==> config.mk <==
export PLATFORM = sky130hd
export DESIGN_NAME = fifo_wr_arbiter
export DESIGN_NICKNAME = d
export VERILOG_FILES = /design/src/rtl/fifo_arb_pkg.sv /design/src/rtl/fifo_wr_arbiter_rr_pick.sv /design/src/rtl/fifo_wr_arbiter.sv
export SDC_FILE = /design/constraint.sdc
export NUM_CORES = 1
export LEC_CHECK = 0
export ABC_CLOCK_PERIOD_IN_PS = 1750
export CORE_ASPECT_RATIO = 1.25
export CORE_MARGIN = 4
export CORE_UTILIZATION = 31
export DETAILED_ROUTE_END_ITERATION = 10
export PLACE_DENSITY = 0.84
export RECOVER_POWER = 50
export SLEW_MARGIN = 40
export SYNTH_ARGS = -nofsm -noshare
export SYNTH_HDL_FRONTEND = slang
export SYNTH_SLANG_ARGS = --single-unit
==> constraint.sdc <==
create_clock -name wr_clk -period 1.75 [get_ports wr_clk]
set_input_delay 0.2625 -clock wr_clk [delete_from_list [all_inputs] [get_ports wr_clk]]
set_output_delay 0.2625 -clock wr_clk [all_outputs]
set_load 0.01 [all_outputs]
==> src/rtl/fifo_arb_pkg.sv <==
// -----------------------------------------------------------------------------
// fifo_arb_pkg
// Shared definitions for the FIFO write-port arbiter:
//   - arb_state_e : arbiter states (IDLE = no grant held, OWN = packet-locked grant)
//   - DATA_W_DEF  : default beat width, matching the FIFO word width
//   - owner_w()   : width of a requester index (clog2, never below 1 bit)
// -----------------------------------------------------------------------------
package fifo_arb_pkg;

  localparam int DATA_W_DEF = 8;

  typedef enum logic {
    IDLE = 1'b0,
    OWN  = 1'b1
  } arb_state_e;

  // A 2-requester arbiter still needs one index bit, hence the floor at 1.
  function automatic int owner_w(input int n);
    return (n <= 2) ? 1 : $clog2(n);
  endfunction

endpackage

==> src/rtl/fifo_wr_arbiter_rr_pick.sv <==
// -----------------------------------------------------------------------------
// rr_pick
// Combinational round-robin picker. Returns the first set bit of i_req found
// by searching upward from i_start with wrap-around.
// Ports:
//   i_req   in  N_REQ  request vector
//   i_start in  IDX_W  index searched first (must be < N_REQ)
//   o_valid out 1      at least one request is set
//   o_idx   out IDX_W  winning index (0 when o_valid is low)
// -----------------------------------------------------------------------------
module rr_pick
  import fifo_arb_pkg::*;
#(
  parameter int N_REQ = 4,
  parameter int IDX_W = owner_w(N_REQ)
) (
  input  logic [N_REQ-1:0] i_req,
  input  logic [IDX_W-1:0] i_start,
  output logic             o_valid,
  output logic [IDX_W-1:0] o_idx
);

  logic [IDX_W-1:0] w_pos;

  always_comb begin
    // NOTE: every combinational output gets a default first so no path leaves
    // it unassigned; that is what keeps this block from inferring latches.
    o_valid = 1'b0;
    o_idx   = '0;
    w_pos   = '0;
    // Scan from the farthest candidate back to i_start: the nearest hit is
    // written last and therefore wins.
    for (int k = N_REQ - 1; k >= 0; k--) begin
      w_pos = IDX_W'((int'(i_start) + k) % N_REQ);
      if (i_req[w_pos]) begin
        o_valid = 1'b1;
        o_idx   = w_pos;
      end
    end
  end

endmodule

==> src/rtl/fifo_wr_arbiter.sv <==
// -----------------------------------------------------------------------------
// fifo_wr_arbiter
// Packet-locked round-robin arbiter sharing one FIFO write port among N_REQ
// requesters. A requester keeps the grant until a beat flagged `last` is
// accepted; no beat is ever written while `full` is high.
// Optional feature macro: FIFO_ARB_BURST_LIMIT_EN -- caps each grant at
// MAX_BURST accepted beats, after which the grant is released as if `last`
// had been seen. Without the macro, release happens only on `last`.
// Ports:
//   wr_clk   in  1             write-domain clock
//   reset    in  1             asynchronous active-high reset
//   req      in  N_REQ         requester i has a valid beat
//   last     in  N_REQ         beat from requester i ends its packet
//   req_data in  N_REQ*DATA_W  flattened beats, slice i = [i*DATA_W +: DATA_W]
//   full     in  1             FIFO full flag
//   gnt      out N_REQ         registered one-hot grant (or zero)
//   wr       out 1             FIFO write enable
//   data_out out DATA_W        beat to FIFO data_in
//   busy     out 1             a grant is held
// -----------------------------------------------------------------------------
module fifo_wr_arbiter
  import fifo_arb_pkg::*;
#(
  parameter int N_REQ     = 4,
  parameter int DATA_W    = DATA_W_DEF,
  parameter int MAX_BURST = 8
) (
  input  logic                    wr_clk,
  input  logic                    reset,
  input  logic [N_REQ-1:0]        req,
  input  logic [N_REQ-1:0]        last,
  input  logic [N_REQ*DATA_W-1:0] req_data,
  input  logic                    full,
  output logic [N_REQ-1:0]        gnt,
  output logic                    wr,
  output logic [DATA_W-1:0]       data_out,
  output logic                    busy
);

  localparam int            OW       = owner_w(N_REQ);
  localparam logic [OW-1:0] LAST_IDX = OW'(N_REQ - 1);

  arb_state_e       r_state;
  logic [OW-1:0]    r_owner;
  logic [OW-1:0]    r_rr_last;
  logic [N_REQ-1:0] r_gnt;

  logic             w_own;
  logic             w_accept;
  logic             w_release;
  logic             w_grant;
  logic             w_burst_hit;
  logic             w_pick_valid;
  logic [OW-1:0]    w_pick_idx;
  logic [OW-1:0]    w_base;
  logic [OW-1:0]    w_start;
  logic [DATA_W-1:0] w_data;

  assign w_own    = (r_state == OWN);
  // full gates the write in the same cycle; there is no registered lag.
  assign w_accept = w_own & req[r_owner] & ~full;
  assign w_release = w_accept & (last[r_owner] | w_burst_hit);

  // Mux the owner's slice out of the flattened beat bus.
  always_comb begin
    w_data = '0;
    for (int i = 0; i < N_REQ; i++) begin
      if (r_owner == OW'(i)) begin
        w_data = req_data[i*DATA_W +: DATA_W];
      end
    end
  end

  // One picker serves both cases: in IDLE it searches after rr_last, in the
  // release cycle after the current owner, which makes the releasing owner
  // the lowest-priority candidate.
  assign w_base  = w_own ? r_owner : r_rr_last;
  assign w_start = (w_base == LAST_IDX) ? '0 : w_base + 1'b1;

  rr_pick #(
    .N_REQ (N_REQ),
    .IDX_W (OW)
  ) u_rr_pick (
    .i_req   (req),
    .i_start (w_start),
    .o_valid (w_pick_valid),
    .o_idx   (w_pick_idx)
  );

  // A new grant is issued from IDLE, or back-to-back in a release cycle.
  assign w_grant = (~w_own | w_release) & w_pick_valid;

`ifdef FIFO_ARB_BURST_LIMIT_EN
  localparam int CNT_W = $clog2(MAX_BURST + 1);

  logic [CNT_W-1:0] r_beat_cnt;

  // Counter holds beats already accepted under this grant, so the cap is hit
  // while accepting beat number MAX_BURST.
  assign w_burst_hit = w_accept & (r_beat_cnt == CNT_W'(MAX_BURST - 1));

  always_ff @(posedge wr_clk or posedge reset) begin
    if (reset) begin
      r_beat_cnt <= '0;
    end else if (w_grant) begin
      r_beat_cnt <= '0;
    end else if (w_accept) begin
      r_beat_cnt <= r_beat_cnt + 1'b1;
    end
  end
`else
  logic w_unused_burst;

  assign w_unused_burst = (MAX_BURST > 0);
  assign w_burst_hit    = 1'b0;
`endif

  always_ff @(posedge wr_clk or posedge reset) begin
    // NOTE: registered state uses non-blocking assignments so every flop
    // samples the pre-edge values, independent of statement order.
    if (reset) begin
      r_state   <= IDLE;
      r_owner   <= '0;
      r_rr_last <= LAST_IDX;
      r_gnt     <= '0;
    end else begin
      if (w_release) begin
        r_rr_last <= r_owner;
      end
      if (w_grant) begin
        r_state <= OWN;
        r_owner <= w_pick_idx;
        r_gnt   <= N_REQ'(1) << w_pick_idx;
      end else if (w_release) begin
        r_state <= IDLE;
        r_gnt   <= '0;
      end
    end
  end

  // Outputs derive from r_state, so an asynchronous reset drops wr and busy
  // immediately, not at the next edge.
  assign gnt      = r_gnt;
  assign busy     = w_own;
  assign wr       = w_accept;
  assign data_out = w_own ? w_data : '0;

endmodule

## Word-level counts from Yosys, hierarchy flattened

Index checks and enable logic that the tools add are counted.

- Register bits: 9
- Word-level logic and storage cells: 58

- Mux-type cells: 31
- Magnitude comparators: 5
- Bitwise logic cells: 7
- Equal/unequal tests: 4
- Reductions and logical operators: 2
- Shift operators: 1
- Add/sub/neg operators: 4

Operators with widths:

| operator | count |
|---|---|
| $mux W8 | 5 |
| $lt A2 B3 Y1 const B | 5 |
| $bmux W1 S2 | 6 |
| $mux W1 | 12 |
| $mux W2 | 6 |
| $mux W4 | 2 |
| $eq A2 B2 Y1 const B | 3 |
| $add A2 B1 Y2 const B | 2 |
| $add A2 B2 Y2 const B | 2 |
| $and A1 B1 Y1 | 4 |
| $shl A1 B2 Y4 const A | 1 |
| $eq A2 B1 Y1 const B | 1 |
| $logic_not A2 Y1 | 1 |
| $not A1 Y1 | 2 |
| $reduce_bool A2 Y1 | 1 |
| $or A1 B1 Y1 | 1 |

## Depth between registers and ports, before layout

Gate-level depths: netlist (run 1).

- Depth in word-level cells: 12
- Gate-level depth with buffers: 5

## Cells and area by module

A second synthesis (run 1) with hierarchy kept.

- Cells, all modules: 82
- Area total of the unflattened synthesis: 862.1 µm²

By module, submodules not included:

| module | instances | cells an instance | area each (µm²) |
|---|---|---|---|
| fifo_wr_arbiter | 1 | 69 | 784.5 |
| rr_pick | 1 | 13 | 77.6 |

## Least setup slack after synthesis (run 1)

No wires, ideal clock.

- Path kind: register to register
- Start point: reg r_owner[0]
- End point: reg r_rr_last[0]
- Cell stages (with the launch flop): 5
- Arrival time: 1.685 ns
- Path buffers: 0
- Setup slack: -0.017 ns
- Period minus slack after synthesis: 1.767 ns
- Cells stage by stage: dfrtp_1 -> mux4_1 -> and3_1 -> nand2_1 -> mux2_2

- Cells in the longest elaborated chain, start to end: 5
- Elaborated cells on any way between the ends: 7

Ends and longest elaborated chain:

| element | RTL line | source |
|---|---|---|
| from (decl) | fifo_wr_arbiter.sv:44 | `logic [OW-1:0] r_owner;` |
| from (signal assigned) | fifo_wr_arbiter.sv:132 | `r_owner <= w_pick_idx;` |
| $bmux W1 S2 | fifo_wr_arbiter.sv:61 | `assign w_accept = w_own & req[r_owner] & ~full;` |
| $mux W1 (not written as such) | fifo_wr_arbiter.sv:61 |  |
| $and A1 B1 Y1 (2 in series) | fifo_wr_arbiter.sv:61 |  |
| named net wr | fifo_wr_arbiter.sv:35 | `output logic wr,` |
| $and A1 B1 Y1 | fifo_wr_arbiter.sv:62 | `assign w_release = w_accept & (last[r_owner] \| w_burst_hit);` |
| to (signal assigned) | fifo_wr_arbiter.sv:128 | `r_rr_last <= r_owner;` |
| to (decl) | fifo_wr_arbiter.sv:45 | `logic [OW-1:0] r_rr_last;` |

The timed path passes the listed nets, and every way through them passes these cells. The select of a mux whose other input is x is not followed.
A chain may end at the register's enable or synchronous reset.

## Worst setup path after layout (run 1)

- Start point: reg r_owner[0]
- End point: out wr

- Cells in the longest elaborated chain, start to end: 4

Ends and longest elaborated chain:

| element | RTL line |
|---|---|
| $bmux W1 S2 | fifo_wr_arbiter.sv:61 |
| $mux W1 (not written as such) | fifo_wr_arbiter.sv:61 |
| $and A1 B1 Y1 (2 in series) | fifo_wr_arbiter.sv:61 |
| to (decl) | fifo_wr_arbiter.sv:35 |

No other way between the ends. The select of a mux whose other input is x is not followed.

==> impl_results.md, run 1 <==
- Sequential share of the synthesized area: 28.80%
- VDD IR max: 0.8519 mV
- Critical Path Start: r_owner[0]$_DFFE_PP0P_
- Drt first pass iters: 4
- Die Ht: around 64 um
- Clock sinks: 9
- Final setup viols: 18
- Largest cells by area after synthesis: mux4_2, dfrtp_1, dfstp_2
- DR vias/cell: 5.267
- RSZ-0062 raised after global routing: true
- Worst-Skew Late Latency: around 250 ps
- YS warnings: 0
- R2r setup slk: -150 ps
- Final core utilization: 71.55%
- Initial Utilization: 32.58%
- Die W: 53.18 um
- Final critical-path required period: 1903 ps
- Total die area: 3428 um2
- Syn avg cell area: 11.46 um2
- Row cnt: 20
- Fin worst setup slack: -152.6 ps
- Clk root buf: clkbuf_4
- Reg-to-reg endpoint: gnt[1]$_DFFE_PP0P_
- Number of port buffers: 56
- Data required, critical path: ~1500 ps
- Worst Hold Class: input pin to asynchronous set/reset pin
- WS Path Type: flip-flop to output pin
- Number of global-route vias before repair: 1100
- Antenna Nets Post-Route: 0
- Setup TNS: -1984 ps
- Max Cap Viol: 0
- Pin count of the biggest net entering global routing: 10
- Worst-case reg-to-reg path depth: 7
- Core footprint: between 2000 and 2500 um2
- Worst Tran Pin Value: between 500 and 600 ps
- Number of synthesized register bits: 9
- Mapped cell area: ~790 um2
- WP data arrival: 1640 ps
- Routed WL: 3446 um
- DRT iter0 DRCs: 28
- CP Launch Type: flip-flop
- CP max FO: 8
- Slew Viols, Final: 0
- Routability cong.: 0.8471
- Failing checks: negative setup slack
- Layout Skew: approximately 2.5 ps
- P&R area growth vs syn: 119.6%
- Gate Count Post-Synth: 69
- Slew headroom: between 60 and 70%
- WHS: 404.8 ps
- Outcome: finished with violations
- CTS H-tree lvls: 1
- Synth top area share: approximately 26%
- Async set or reset register ratio after synthesis: 100.0%
- Via count: approximately 990
- Share of cells above drive strength 1: 47.40%
- Post-Syn Nets: 112
- Primary FF master, synth: dfrtp_1
- Global route overflow: 0
- Top Ports: 57
- Critical Path Sink Type: output pin
- Setup crit end: wr
- GRT Total Usage: 20.94%
- Post-layout net count: 198
- Netlist cell types: 27
- Final Hold Viols: 0
- Drt drc: 0
- HPWL Detailed: between 2000 and 2500 um
- Number of synthesized flops with an enable pin: 0
- Worst r2r src: r_owner[0]$_DFFE_PP0P_
- CTS tree: built
- Final antenna diode count: 0
- Dominant cell type by area after synthesis: mux4_2
- First-pass GRT wire length: 5285 um
- Initial antenna violation count: 0
- Tcrit/Tclk final: 108.7%
- Leakage power: around 0.72 nW
- PwrDens: 1341 nW/um2
- Layout fillers: 154
- Total clock buffers created by CTS: 3
- Drt wl/cell: 18.43 um
- Clock-pin slew on the worst setup and hold paths: approximately 60 ps
- Fmax: 525.6 MHz
- Max Root-Sink Buffers: 2
-- how the worst min path moves through the flow --
stage | cells past startpoint | endpoint | slack, ps | startpoint
final | 2 | gnt[2]$_DFFE_PP0P_ | 400 | reset
after detailed placement | 2 | gnt[0]$_DFFE_PP0P_ | 510 | gnt[0]$_DFFE_PP0P_
after global placement | 2 | gnt[3]$_DFFE_PP0P_ | 500 | gnt[3]$_DFFE_PP0P_
after floorplan | 1 | busy$_DFFE_PP0P_ | 90 | reset
after global routing | 2 | r_owner[1]$_DFFE_PP0P_ | 440 | reset
after CTS | 2 | r_owner[1]$_DFFE_PP0P_ | 270 | reset
-- metal layers --
| layer | track usage (%) | share of wire, % | up-vias | wire, um |
|---|---|---|---|---|
| met5 | 0 | 0 | - | 0 |
| met4 | 6.709 | 2.3 | 0 | 78 |
| met3 | 8.046 | 14 | 6 | 475 |
| met2 | 38.51 | 51 | 57 | 1770 |
| met1 | 20.76 | 33 | 473 | 1121 |
| li1 | - | - | 449 | - |
-- cells by family (layout without fill, tap and decap cells) --
| family | Yosys count | in the layout | synth area share (%) |
|---|---|---|---|
| buffers and inverters | 8 | 93 | 4.113 |
| muxes | 15 | 15 | 35.76 |
| DFF | 9 | 9 | 28.80 |
| AOI/OAI and AO/OA | 21 | 21 | 19.62 |
| and+or+nand+nor | 16 | 16 | 11.71 |
-- cell type report --
class | count | area (um2) | share of cell area, %
Clock buffer | 4 | 26.28 | 1.513
Inverter | 4 | 15.01 | 0.8646
Multi-Input combinational cell | 52 | 619.3 | 35.66
Sequential cell | 9 | 229.0 | 13.18
Tap cell | 33 | 41.29 | 2.378
Timing Repair Buffer | 85 | 805.8 | 46.40
-- cells in the mapped netlist (all sizes together) (2+ instances only) --
| library cell | instances |
|---|---|
| mux4 | 10 |
| o21ai | 9 |
| and2 | 8 |
| dfrtp | 7 |
| inv | 4 |
| o31ai | 4 |
| buf | 3 |
| mux2 | 3 |
| dfstp | 2 |
| mux2i | 2 |
| nand2b | 2 |
| nor2 | 2 |
-- registers in the layout (all words and copies together) (netlist names) --
name       cells
gnt            4
r_owner        2
r_rr_last      2
busy           1
-- placed cells by master (no fill, tap or decap), types with 2 or more instances in the layout --
cell	instances
buf_4	22
clkbuf_4	3
mux2_2	2
mux4_2	10
mux2i_4	2
dfrtp_1	6
and2_1	4
and2_4	4
o21ai_2	2
buf_6	8
nand2b_1	2
o31ai_4	2
dfstp_2	2
clkdlybuf4s50_1	46
nor2_1	2
buf_12	2
inv_1	4
o21ai_0	4
buf_2	5
o21ai_1	3
-- critical path: stages (launching register included) --
cell     delay (ps)
dfrtp_1         370
buf_12          130
buf_6            90
mux4_2          510
and3_4          170
buf_6           110
-- report_power, final --
| group | switching (mW) | total, mW | leakage (nW) | internal, mW |
|---|---|---|---|---|
| combinational | 0.692 | 1.80 | 0.595 | 1.11 |
| clock | 0.0653 | 0.153 | 0.0150 | 0.0874 |
| sequential | 0.0696 | 0.377 | 0.107 | 0.307 |
-- repair_timing --
item,4_1_cts,5_1_grt
gates resized for setup,68,5
pin swaps,15,4
gates cloned,0,0
hold buffers,0,0
buffers inserted,12,3
endpoints found under the setup margin,17,19
-- through the flow --
stage / instances / setup WS [ps] / total power, mW / cell area, um2
floorplan: 69 / 51.85 / 1.045 / 787.0
global placement: 168 / -346.3 / 1.646 / 1501
detailed placement: 168 / -373.8 / 1.693 / 1501
CTS: 184 / -142.4 / 2.225 / 1698
global route: 187 / -204.8 / 2.472 / 1737
finish: 187 / -152.6 / 2.329 / 1737
Power figures use the tool's default switching activity.
==> run 2: changes to the inputs <==
Settings changed: CTS_CLUSTER_SIZE set to 16.
==> results of run 2 <==
No change in the layout: final DEF, timing and power equal those of run 1.
